### src/rtl/booth_pkg.sv
// ============================================================================
// Module : booth_pkg
// Brief  : Shared types, digit-select encoding and radix-4 Booth decode.
// Rev    : 1.0 - initial sequential-multiplier release
// ============================================================================
`default_nettype none

package booth_pkg;

  typedef enum logic [1:0] {
    IDLE = 2'd0,
    CALC = 2'd1,
    DONE = 2'd2
  } state_t;

  typedef struct packed {
    logic nonzero;
    logic negative;
    logic twice;
  } booth_dig_t;

  // Digit-select code: low two bits pick the magnitude, NEG flags negation.
  typedef logic [2:0] sel_t;
  localparam sel_t ZERO = 3'b000;
  localparam sel_t PM1  = 3'b001;
  localparam sel_t PM2  = 3'b010;
  localparam sel_t NEG  = 3'b100;

  function automatic booth_dig_t booth_decode(input logic [2:0] grp);
    booth_dig_t d;
    d.nonzero  = (grp != 3'b000) && (grp != 3'b111);
    d.negative = grp[2] && d.nonzero;
    d.twice    = (grp == 3'b011) || (grp == 3'b100);
    return d;
  endfunction

  function automatic sel_t booth_sel(input booth_dig_t d);
    sel_t s;
    s = d.nonzero ? (d.twice ? PM2 : PM1) : ZERO;
    if (d.negative) s = s | NEG;
    return s;
  endfunction

endpackage

`default_nettype wire

### src/rtl/booth_pp_gen.sv
// ============================================================================
// Module : booth_pp_gen
// Brief  : Selects 0 / +-M / +-2M at accumulator width for one Booth digit.
// Rev    : 1.0 - initial sequential-multiplier release
// ============================================================================
`default_nettype none

module booth_pp_gen
  import booth_pkg::*;
#(
  parameter int AW = 20
) (
  input  booth_dig_t      i_dig,
  input  logic [AW-1:0]   i_mcand,
  output logic [AW-1:0]   o_pp
);

  sel_t          w_sel;
  logic [AW-1:0] w_mag;

  always_comb begin
    w_sel = booth_sel(i_dig);
    case (w_sel & ~NEG)
      PM1:     w_mag = i_mcand;
      PM2:     w_mag = {i_mcand[AW-2:0], 1'b0};
      default: w_mag = '0;
    endcase
    o_pp = ((w_sel & NEG) != ZERO) ? (~w_mag + AW'(1)) : w_mag;
  end

endmodule

`default_nettype wire

### src/rtl/booth_radix4_seq_mult.sv
// ============================================================================
// Module : booth_radix4_seq_mult
// Brief  : Sequential radix-4 Booth multiplier, one digit per cycle, valid/ready.
// Rev    : 1.0 - initial sequential-multiplier release
// ============================================================================
`default_nettype none

module booth_radix4_seq_mult
  import booth_pkg::*;
#(
  parameter int WIDTH = 8
) (
  input  logic                 clk,
  input  logic                 rst,
  input  logic                 in_valid,
  output logic                 in_ready,
  input  logic                 in_signed,
  input  logic [WIDTH-1:0]     multiplicand,
  input  logic [WIDTH-1:0]     multiplier,
  output logic                 out_valid,
  input  logic                 out_ready,
  output logic [2*WIDTH-1:0]   product,
  output logic                 busy
);

  localparam int NDIG  = WIDTH / 2 + 1;
  localparam int CNT_W = $clog2(NDIG + 1);
  localparam int AW    = 2 * WIDTH + 4;
  localparam int BW    = WIDTH + 3;
  localparam logic [CNT_W-1:0] c_last = CNT_W'(NDIG - 1);

  state_t               r_state;
  state_t               w_state_next;
  logic [CNT_W-1:0]     r_cnt;
  logic [AW-1:0]        r_acc;
  logic [AW-1:0]        r_mcand;
  logic [BW-1:0]        r_bvec;
  logic [2*WIDTH-1:0]   r_product;
  logic [AW-1:0]        w_pp;
  logic [AW-1:0]        w_sum;
  logic [WIDTH+1:0]     w_a_ext;
  logic [WIDTH+1:0]     w_b_ext;
  logic                 w_accept;
  logic                 w_last;
  booth_dig_t           w_dig;

  assign w_accept = in_valid && (r_state == IDLE);
  assign w_last   = (r_cnt == c_last);
  assign w_a_ext  = in_signed ? {{2{multiplicand[WIDTH-1]}}, multiplicand} : {2'b00, multiplicand};
  assign w_b_ext  = in_signed ? {{2{multiplier[WIDTH-1]}}, multiplier}     : {2'b00, multiplier};
  assign w_dig    = booth_decode(r_bvec[2:0]);
  assign w_sum    = r_acc + w_pp;

  booth_pp_gen #(.AW(AW)) u_pp_gen (
    .i_dig   (w_dig),
    .i_mcand (r_mcand),
    .o_pp    (w_pp)
  );

  always_ff @(posedge clk or posedge rst) begin
    if (rst) r_state <= IDLE;
    else     r_state <= w_state_next;
  end

  always_comb begin
    w_state_next = r_state;
    case (r_state)
      IDLE:    if (w_accept) w_state_next = CALC;
      CALC:    if (w_last) w_state_next = DONE;
      DONE:    if (out_ready) w_state_next = IDLE;
      default: w_state_next = IDLE;
    endcase
  end

  always_comb begin
    in_ready  = (r_state == IDLE);
    out_valid = (r_state == DONE);
    busy      = (r_state == CALC) || (r_state == DONE);
  end

  // Multiplicand walks left and Booth vector walks right, so digit k always
  // sits at bvec[2:0] with its weight 4^k already applied to the multiplicand.
  always_ff @(posedge clk or posedge rst) begin
    if (rst) begin
      r_cnt     <= '0;
      r_acc     <= '0;
      r_mcand   <= '0;
      r_bvec    <= '0;
      r_product <= '0;
    end else begin
      case (r_state)
        IDLE: begin
          if (w_accept) begin
            r_mcand <= {{(AW-WIDTH-2){w_a_ext[WIDTH+1]}}, w_a_ext};
            r_bvec  <= {w_b_ext, 1'b0};
            r_cnt   <= '0;
            r_acc   <= '0;
          end
        end
        CALC: begin
          r_acc   <= w_sum;
          r_mcand <= {r_mcand[AW-3:0], 2'b00};
          r_bvec  <= {2'b00, r_bvec[BW-1:2]};
          if (w_last) begin
            r_cnt     <= '0;
            r_product <= w_sum[2*WIDTH-1:0];
          end else begin
            r_cnt <= r_cnt + CNT_W'(1);
          end
        end
        default: ;
      endcase
    end
  end

  assign product = r_product;

endmodule

`default_nettype wire

### config.mk
export PLATFORM = sky130hd
export DESIGN_NAME = booth_radix4_seq_mult
export DESIGN_NICKNAME = d
export VERILOG_FILES = /design/src/rtl/booth_pkg.sv /design/src/rtl/booth_pp_gen.sv /design/src/rtl/booth_radix4_seq_mult.sv
export SDC_FILE = /design/constraint.sdc
export NUM_CORES = 1
export LEC_CHECK = 0
export ABC_AREA = 1
export CORE_AREA = 2 2 82 100
export DETAILED_ROUTE_END_ITERATION = 7
export DIE_AREA = 0 0 84 102
export PLACE_DENSITY = 0.88
export SYNTH_ARGS = -nofsm -noshare
export SYNTH_HDL_FRONTEND = slang
export SYNTH_HIERARCHICAL = 1
export SYNTH_SLANG_ARGS = --single-unit
### constraint.sdc
create_clock -name clk -period 5 [get_ports clk]
set_input_delay 1 -clock clk [delete_from_list [all_inputs] [get_ports clk]]
set_output_delay 1 -clock clk [all_outputs]
set_load 0.02 [all_outputs]
=== Yosys cells after proc, flatten, opt, wreduce, memory -nomap -nowiden ===
Index checks and enable logic that the tools add are counted.

* Add/sub/neg operators: 3
* Eq/ne operators: 11
* Mux-type cells: 20
* Bitwise operators: 1
* Reductions and logical operators: 11

{| class="wikitable"
|+ Operators with widths
! kind !! count
|-
| $pmux W20 S2 || 3
|-
| $mux W20 || 3
|-
| $pmux W11 S2 || 1
|-
| $add A20 B1 Y20 const B || 1
|-
| $add A20 B20 Y20 || 1
|-
| $mux W10 || 2
|-
| $not A20 Y20 || 1
|-
| $mux W3 || 4
|-
| $mux W11 || 1
|-
| $mux W2 || 4
|-
| $eq A3 B3 Y1 const B || 2
|-
| $pmux W2 S3 || 1
|-
| $pmux W3 S2 || 1
|-
| $eq A2 B1 Y1 const B || 2
|-
| $eq A2 B2 Y1 const B || 2
|-
| $ne A2 B1 Y1 const B || 2
|-
| $reduce_and A2 Y1 || 2
|-
| $add A3 B1 Y3 const B || 1
|-
| $eq A3 B2 Y1 const B || 1
|-
| $logic_and A1 B1 Y1 || 3
|-
| $ne A3 B3 Y1 const B || 1
|-
| $reduce_and A3 Y1 || 1
|-
| $reduce_bool A3 Y1 || 1
|-
| $logic_not A2 Y1 || 1
|-
| 3 further kinds || 4
|}

* Register bits after elaboration: 72
* Bits of input ports: 21

=== Longest topological paths before layout ===
Gate-level depths: netlist of run 1.

* Word-level depth: 12
* Mapped depth: 26
* Gate-level depth less buffers: 26

=== Cells and area by module ===
Netlist of run 1, hierarchy kept.

{| class="wikitable"
|+ Modules (own cells, without submodules)
! module !! instances !! cells an instance !! area each (µm²) !! sequential area each (µm²)
|-
| booth_radix4_seq_mult || 1 || 494 || 3743.6 || 1676.6
|-
| booth_pp_gen || 1 || 183 || 963.4 || 0.0
|}

=== Least setup slack after synthesis of run 1 ===
OpenSTA, ideal clock, no wires.

* Kind: register to register
* Start: register r_bvec[2]
* End: register r_product[13], in the netlist product[13]
* Setup time: 0.117 ns
* Arrival time: 3.145 ns
* Data required time: 4.883 ns
* Slack: 1.737 ns
* Stages on the path, launching flop included: 22
* Path buffers: 0
* Period minus slack after synthesis: 3.263 ns
* Path through: dfrtp_1 -> o21ai_0 -> nand2_1 -> nor2_2 -> inv_1 -> ha_1 -> inv_1 -> nor2_2 -> nand2_2 -> nand2_2 -> nand3_2 -> nor2_1 -> xnor2_1 -> ha_1 -> nand2_1 -> inv_1 -> nand2_1 -> nand2_1 -> a21oi_1 -> nand3_1 -> nand3_1 -> nand2_1

{| class="wikitable"
|+ RTL lines
! item !! RTL line !! text
|-
| start: declaration || booth_radix4_seq_mult.sv:37 || <nowiki>logic [BW-1:0] r_bvec;</nowiki>
|-
| start signal: assignment || booth_radix4_seq_mult.sv:95 || <nowiki>r_bvec <= {w_b_ext, 1'b0};</nowiki>
|-
| start signal: assignment || booth_radix4_seq_mult.sv:103 || <nowiki>r_bvec <= {2'b00, r_bvec[BW-1:2]};</nowiki>
|-
| end signal: assignment || booth_radix4_seq_mult.sv:106 || <nowiki>r_product <= w_sum[2*WIDTH-1:0];</nowiki>
|-
| end: declaration || booth_radix4_seq_mult.sv:38 || <nowiki>logic [2*WIDTH-1:0] r_product;</nowiki>
|}

==> results of run 1 <==
[flip-flops by register name, summed over array words and instances (netlist names)]
name and count:
r_mcand 16, r_bvec 10, product 16, r_acc 16, r_state 2, r_cnt 3
[worst max-delay path, stage by stage, from the launching register on]
cell and delay [ns]:
dfrtp_1 0.40, nand2_1 0.09, nand2_1 0.06, o21ai_1 0.08, buf_4 0.23, inv_2 0.09, nor2_8 0.14, nand2_1 0.08
o21ai_2 0.07, inv_2 0.06, ha_1 0.17, inv_1 0.09, nor2_2 0.06, nand2_2 0.07, nand2_2 0.07, nand2_1 0.09
xnor2_1 0.12, inv_1 0.07, ha_1 0.33, nand2_1 0.10, inv_1 0.06, a21oi_1 0.13, nand2_1 0.13, or2_1 0.25
nand3_1 0.08, nand2_1 0.07
[final timing paths]
kind	from	to	slack, ns	cells after the start
max	r_bvec[1]	r_acc[7]	1.69	25
min	product[10]	product[10]	0.48	2
max reg2reg	r_bvec[1]	r_acc[7]	1.69	25
min reg2reg	product[10]	product[10]	0.48	2
max in group asynchronous	rst	r_mcand[15]	3.05	3
min in group asynchronous	rst	r_cnt[2]	1.03	2
[placed cells by master, fill, tap and decap left out, drive strengths merged, types with 2 or more instances in the layout]
cell type / instances
bufinv: 2
buf: 3
o21ai: 26
inv: 72
o211ai: 2
clkdlybuf4s50: 39
nand2: 237
or2: 5
nor3: 4
xnor2: 8
xor2: 10
nand3b: 4
nand3: 46
clkinv: 2
nor2: 55
a31oi: 20
ha: 21
clkbuf: 11
a21oi: 8
dfrtp: 63
[through the flow]
| stage | utilization, % | setup WS, ns | hold WS [ns] | cell area (µm²) |
|---|---|---|---|---|
| 3_5_place_dp | 62.3 | 1.71 | 0.466 | 4720 |
| 5_1_grt | 65.2 | 1.34 | 0.507 | 4940 |
| 4_1_cts | 65.2 | 1.71 | 0.486 | 4940 |
| 2_1_floorplan | - | 1.76 | 0.453 | 4330 |
| 3_3_place_gp | 62.3 | 1.78 | 0.462 | 4720 |
| 6_report | 65.2 | 1.69 | 0.480 | 4940 |
[per-layer routing]
| metal | GRT usage (%) | wire length, µm |
|---|---|---|
| met5 | 0 | 0 |
| met4 | 14.4 | 375 |
| met3 | 3.55 | 359 |
| met2 | 46.2 | 5090 |
| met1 | 26.1 | 4020 |
[layout make-up]
cell class                 instances  area (µm²)
clock buffer                      11         141
clock inverter                     5        81.3
fill                             655        2640
inverter                          72         275
multi-input combinational        452        2340
sequential                        63        1580
tap                               92         115
timing repair buffer              42         413
==> run_results.csv, run 1 <==
group,metric,value,unit
worst_setup_path,crit_arrival,3.55,ns
flow_run,drv_cap,0,
detailed_routing,routedWlPerCell,13.4,µm
finish,nNetsFinal,683,
clock_tree,hold_buffers,0,
global_routing,antenna_found_initial,0,
clock_tree,cts.repair.resized,0,
finish,antennaDiodeCount,0,
clock_tree,cts.sinks,63,
timing,max_freq,302,MHz
floorplan,die_width,84,µm
yosys,ys_warn_count,6,
worst_setup_path,critPathRequiredTime,5.24,ns
yosys,syn_avg_cell_area,7.11,µm²
clock_tree,path_clk_slew,0.07,ns
floorplan,io_pins,40,
detailed_routing,dr.pass1.iters,4,
placed_design,dp.cells,721,
detailed_routing,via_count,3928,
yosys,syn_area,4330,µm²
finish,drive_gt1_share,10.2,%
global_routing,track_usage,24.5,%
placed_design,dpl.hpwl,7270,µm
timing,grt_setup_unrepaired,"false",
clock_tree,htreeDepth,3,
yosys,syn_inst,609,
global_routing,grt_start_max_net_pins,50,
worst_setup_path,critPathMaxFanout,15,
detailed_routing,drt_iter0_drc,184,
timing,final-setup-viol-count,0,
clock_tree,root_buffer,"clkbuf_8",
floorplan,num_rows,35,
yosys,syn_nets,652,
timing,hold_violations,0,
timing,period_minus_slack,3.31,ns
clock_tree,post_cts.repair.setup_buffers,0,
clock_tree,cts_made_buffers,9,
finish,syn_to_final_growth,14.0,%
timing,tightestPinTransition,1.32,ns
timing,period_share,66.2,%
detailed_routing,viasPerCell,5.33,
detailed_routing,ant_nets,0,
floorplan,die-area,8570,µm²
detailed_routing,drc_errors,0,
timing,slew_headroom,11.6,%
floorplan,start_util,57.2,%
floorplan,core_area,7580,µm²
finish,layout.cells.non_filler,737,
timing,drv_slew,0,
clock_tree,clockBufferDepth,2,
status,status,"complete, no violations",
clock_tree,cts_tree,"yes",
hold_path,hp-class,"reg2reg",
timing,fin_skew,0.0129,ns
timing,tns,0,ns
clock_tree,clk_latency,0.36,ns
placed_design,numPortBuffers,39,
global_routing,grt_pass1_wl,16600,µm
global_routing,grt_pass1_vias,3788,
worst_setup_path,critPathKind,"reg2reg",
placed_design,gp_congestion,0.896,
global_routing,grt_overflow,0,
worst_setup_path,startpoint_type,"register",
detailed_routing,routed_wirelength,9850,µm
worst_setup_path,endpoint_kind,"register",
floorplan,die_y,102,µm
Power of run 1 is left out: the tool's default activity adds up to more than one toggle a clock period on the data nets, which glitch-free logic cannot reach.
==> run 2: changes to the inputs <==
--- a/config.mk
+++ b/config.mk
@@ -6,10 +6,10 @@
 export NUM_CORES = 1
 export LEC_CHECK = 0
 export ABC_AREA = 1
-export CORE_AREA = 2 2 82 100
+export CORE_AREA = 2 2 85 103
 export DETAILED_ROUTE_END_ITERATION = 7
-export DIE_AREA = 0 0 84 102
-export PLACE_DENSITY = 0.88
+export DIE_AREA = 0 0 87 105
+export PLACE_DENSITY = 0.83
 export SYNTH_ARGS = -nofsm -noshare
 export SYNTH_HDL_FRONTEND = slang
 export SYNTH_HIERARCHICAL = 1
==> constraint.sdc (replaced) <==
create_clock -name clk -period 3.5 [get_ports clk]
set_input_delay 0.7 -clock clk [delete_from_list [all_inputs] [get_ports clk]]
set_output_delay 0.7 -clock clk [all_outputs]
set_load 0.02 [all_outputs]
==> run 2 against run 1 <==
Sequential share of layout area decreased by 0.66 points. Via count hardly changed. Register-to-register slack worse by 1.4 ns. Utilization shrank 2.6 points. Fmax grew 3.7%. Critical path depth increased by 1. Global-route usage shrank 1.7 points. Non-clock buffer count rose by 11. Flip-flop and latch count unchanged. Setup slack got worse by 1.4 ns. Clock-buffer cell count grew 1. Largest cell class unchanged.
==> run_results.csv, run 2 (synthesized netlist as in run 1, its figures left out) <==
group,metric,value,unit
status,status,"complete, no violations",
timing,fin_skew,0.00802,ns
detailed_routing,routedWlPerCell,12.8,µm
timing,drv_slew,0,
global_routing,top_usage_layer,"met2",
finish,drive_gt1_share,12.5,%
global_routing,use_met3,3.79,%
floorplan,core_area,8060,µm²
detailed_routing,viasPerCell,5.24,
timing,tightestPinTransition,0.659,ns
placed_design,dp.cells,733,
global_routing,grt_start_max_net_pins,53,
floorplan,die_width,87,µm
global_routing,antenna_found_initial,0,
floorplan,die-area,9140,µm²
worst_setup_path,critPathKind,"reg2reg",
worst_setup_path,crit_arrival,3.42,ns
worst_setup_path,startpoint_type,"register",
detailed_routing,ant_nets,0,
worst_setup_path,cp_common_cell,"nand2_1",
clock_tree,path_clk_slew,0.07,ns
finish,antennaDiodeCount,0,
detailed_routing,via_count,3931,
finish,syn_to_final_growth,16.5,%
global_routing,grt_pass1_wl,16800,µm
worst_setup_path,critPathTopFamily,"simple AND/OR/NAND/NOR gates",
worst_setup_path,critPathMaxFanout,15,
finish,final_common_cell,"nand2_1",
clock_tree,cts.sinks,63,
placed_design,placement.cell_area,4800,µm²
worst_setup_path,max_stage_delay,0.40,ns
detailed_routing,routed_wirelength,9620,µm
clock_tree,cts_tree,"yes",
hold_path,hp-class,"reg2reg",
global_routing,track_usage,22.8,%
worst_setup_path,cpMaxStageDelayCell,"dfrtp_1",
timing,hold_violations,0,
clock_tree,cts_made_buffers,9,
finish,nNetsFinal,694,
placed_design,numPortBuffers,39,
floorplan,start_util,53.7,%
global_routing,grt_pass1_vias,3901,
timing,max_freq,313,MHz
floorplan,io_pins,40,
finish,fin_area,5050,µm²
global_routing,grt.met1_usage,26.1,%
placed_design,gp_congestion,0.865,
clock_tree,clockBufferDepth,2,
global_routing,grt_overflow,0,
finish,layout.cells.non_filler,750,
timing,period_share,91.2,%
floorplan,num_rows,36,
worst_setup_path,endpoint_kind,"register",
clock_tree,clk_latency,0.34,ns
detailed_routing,drt_iter0_drc,116,
worst_setup_path,critPathRequiredTime,3.73,ns
flow_run,drv_cap,0,
timing,slew_headroom,56.1,%
placed_design,dpl.hpwl,7270,µm
timing,period_minus_slack,3.19,ns
worst_setup_path,path_buf_inv,5,
global_routing,grt_use_met2,39.7,%
detailed_routing,dr.pass1.iters,4,
finish,final_cell_mix,"222 x nand2_1, 63 x dfrtp_1, 61 x inv_1",
clock_tree,root_buffer,"clkbuf_8",
floorplan,die_y,105,µm
timing,hold_slack,0.479,ns
detailed_routing,drc_errors,0,
clock_tree,htreeDepth,3,
timing,final-setup-viol-count,0,
run 2: cell types whose count changed in the layout (fill, tap and decap cells not counted), sizes merged:
cell	before	now
clkinv	2	1
buf	3	14
clkbuf	11	12
bufinv	2	1
run 2: final timing paths:
check | start | end | slack (ns) | cells after the start
hold / removal | product[13] | product[13] | 0.48 | 2
max in group asynchronous | rst | r_acc[14] | 1.93 | 3
setup reg to reg | r_bvec[1] | product[14] | 0.31 | 26
min in group asynchronous | rst | product[1] | 0.61 | 2
hold reg to reg | product[13] | product[13] | 0.48 | 2
setup / recovery | r_bvec[1] | product[14] | 0.31 | 26
run 2: area by class of cell:
type / count / area [µm²]
Fill cell: 764 / 3020
Clock buffer: 12 / 155
Clock inverter: 3 / 42.5
Multi-Input combinational cell: 452 / 2370
Timing Repair Buffer: 53 / 512
Tap cell: 95 / 119
Sequential cell: 63 / 1580
Inverter: 72 / 275
run 2: through the flow:
step | setup TNS, ns | setup slack (ns) | utilization (%)
global route | -0.0187 | -0.0187 | 62.6
CTS | 0 | 0.234 | 62.0
detailed placement | 0 | 0.252 | 59.6
floorplan | 0 | 0.262 | -
finish | 0 | 0.306 | 62.6
global placement | 0 | 0.304 | 59.6
run 2: worst reg2reg max path: cells and delay by family, from the launching register on:
family	cells	cell delay, ns
DFF	1	0.40
xor gates and xnor gates	1	0.12
adders and majority gates	2	0.52
AOI/OAI and AO/OA	3	0.35
buffers and inverters	5	0.43
and+or+nand+nor	15	1.25
run 2: timing repair:
action	in CTS	in global routing
gates resized for setup	0	7
endpoints found under the setup margin	0	8
setup buffers	0	2
hold buffers	0	0
run 2: per-layer routing:
layer,vias up,routed length [µm]
met5,-,0
met2,85,4820
li1,2004,-
met3,34,325
met4,0,414
met1,1808,4060
Power of run 2 is left out for the same reason.
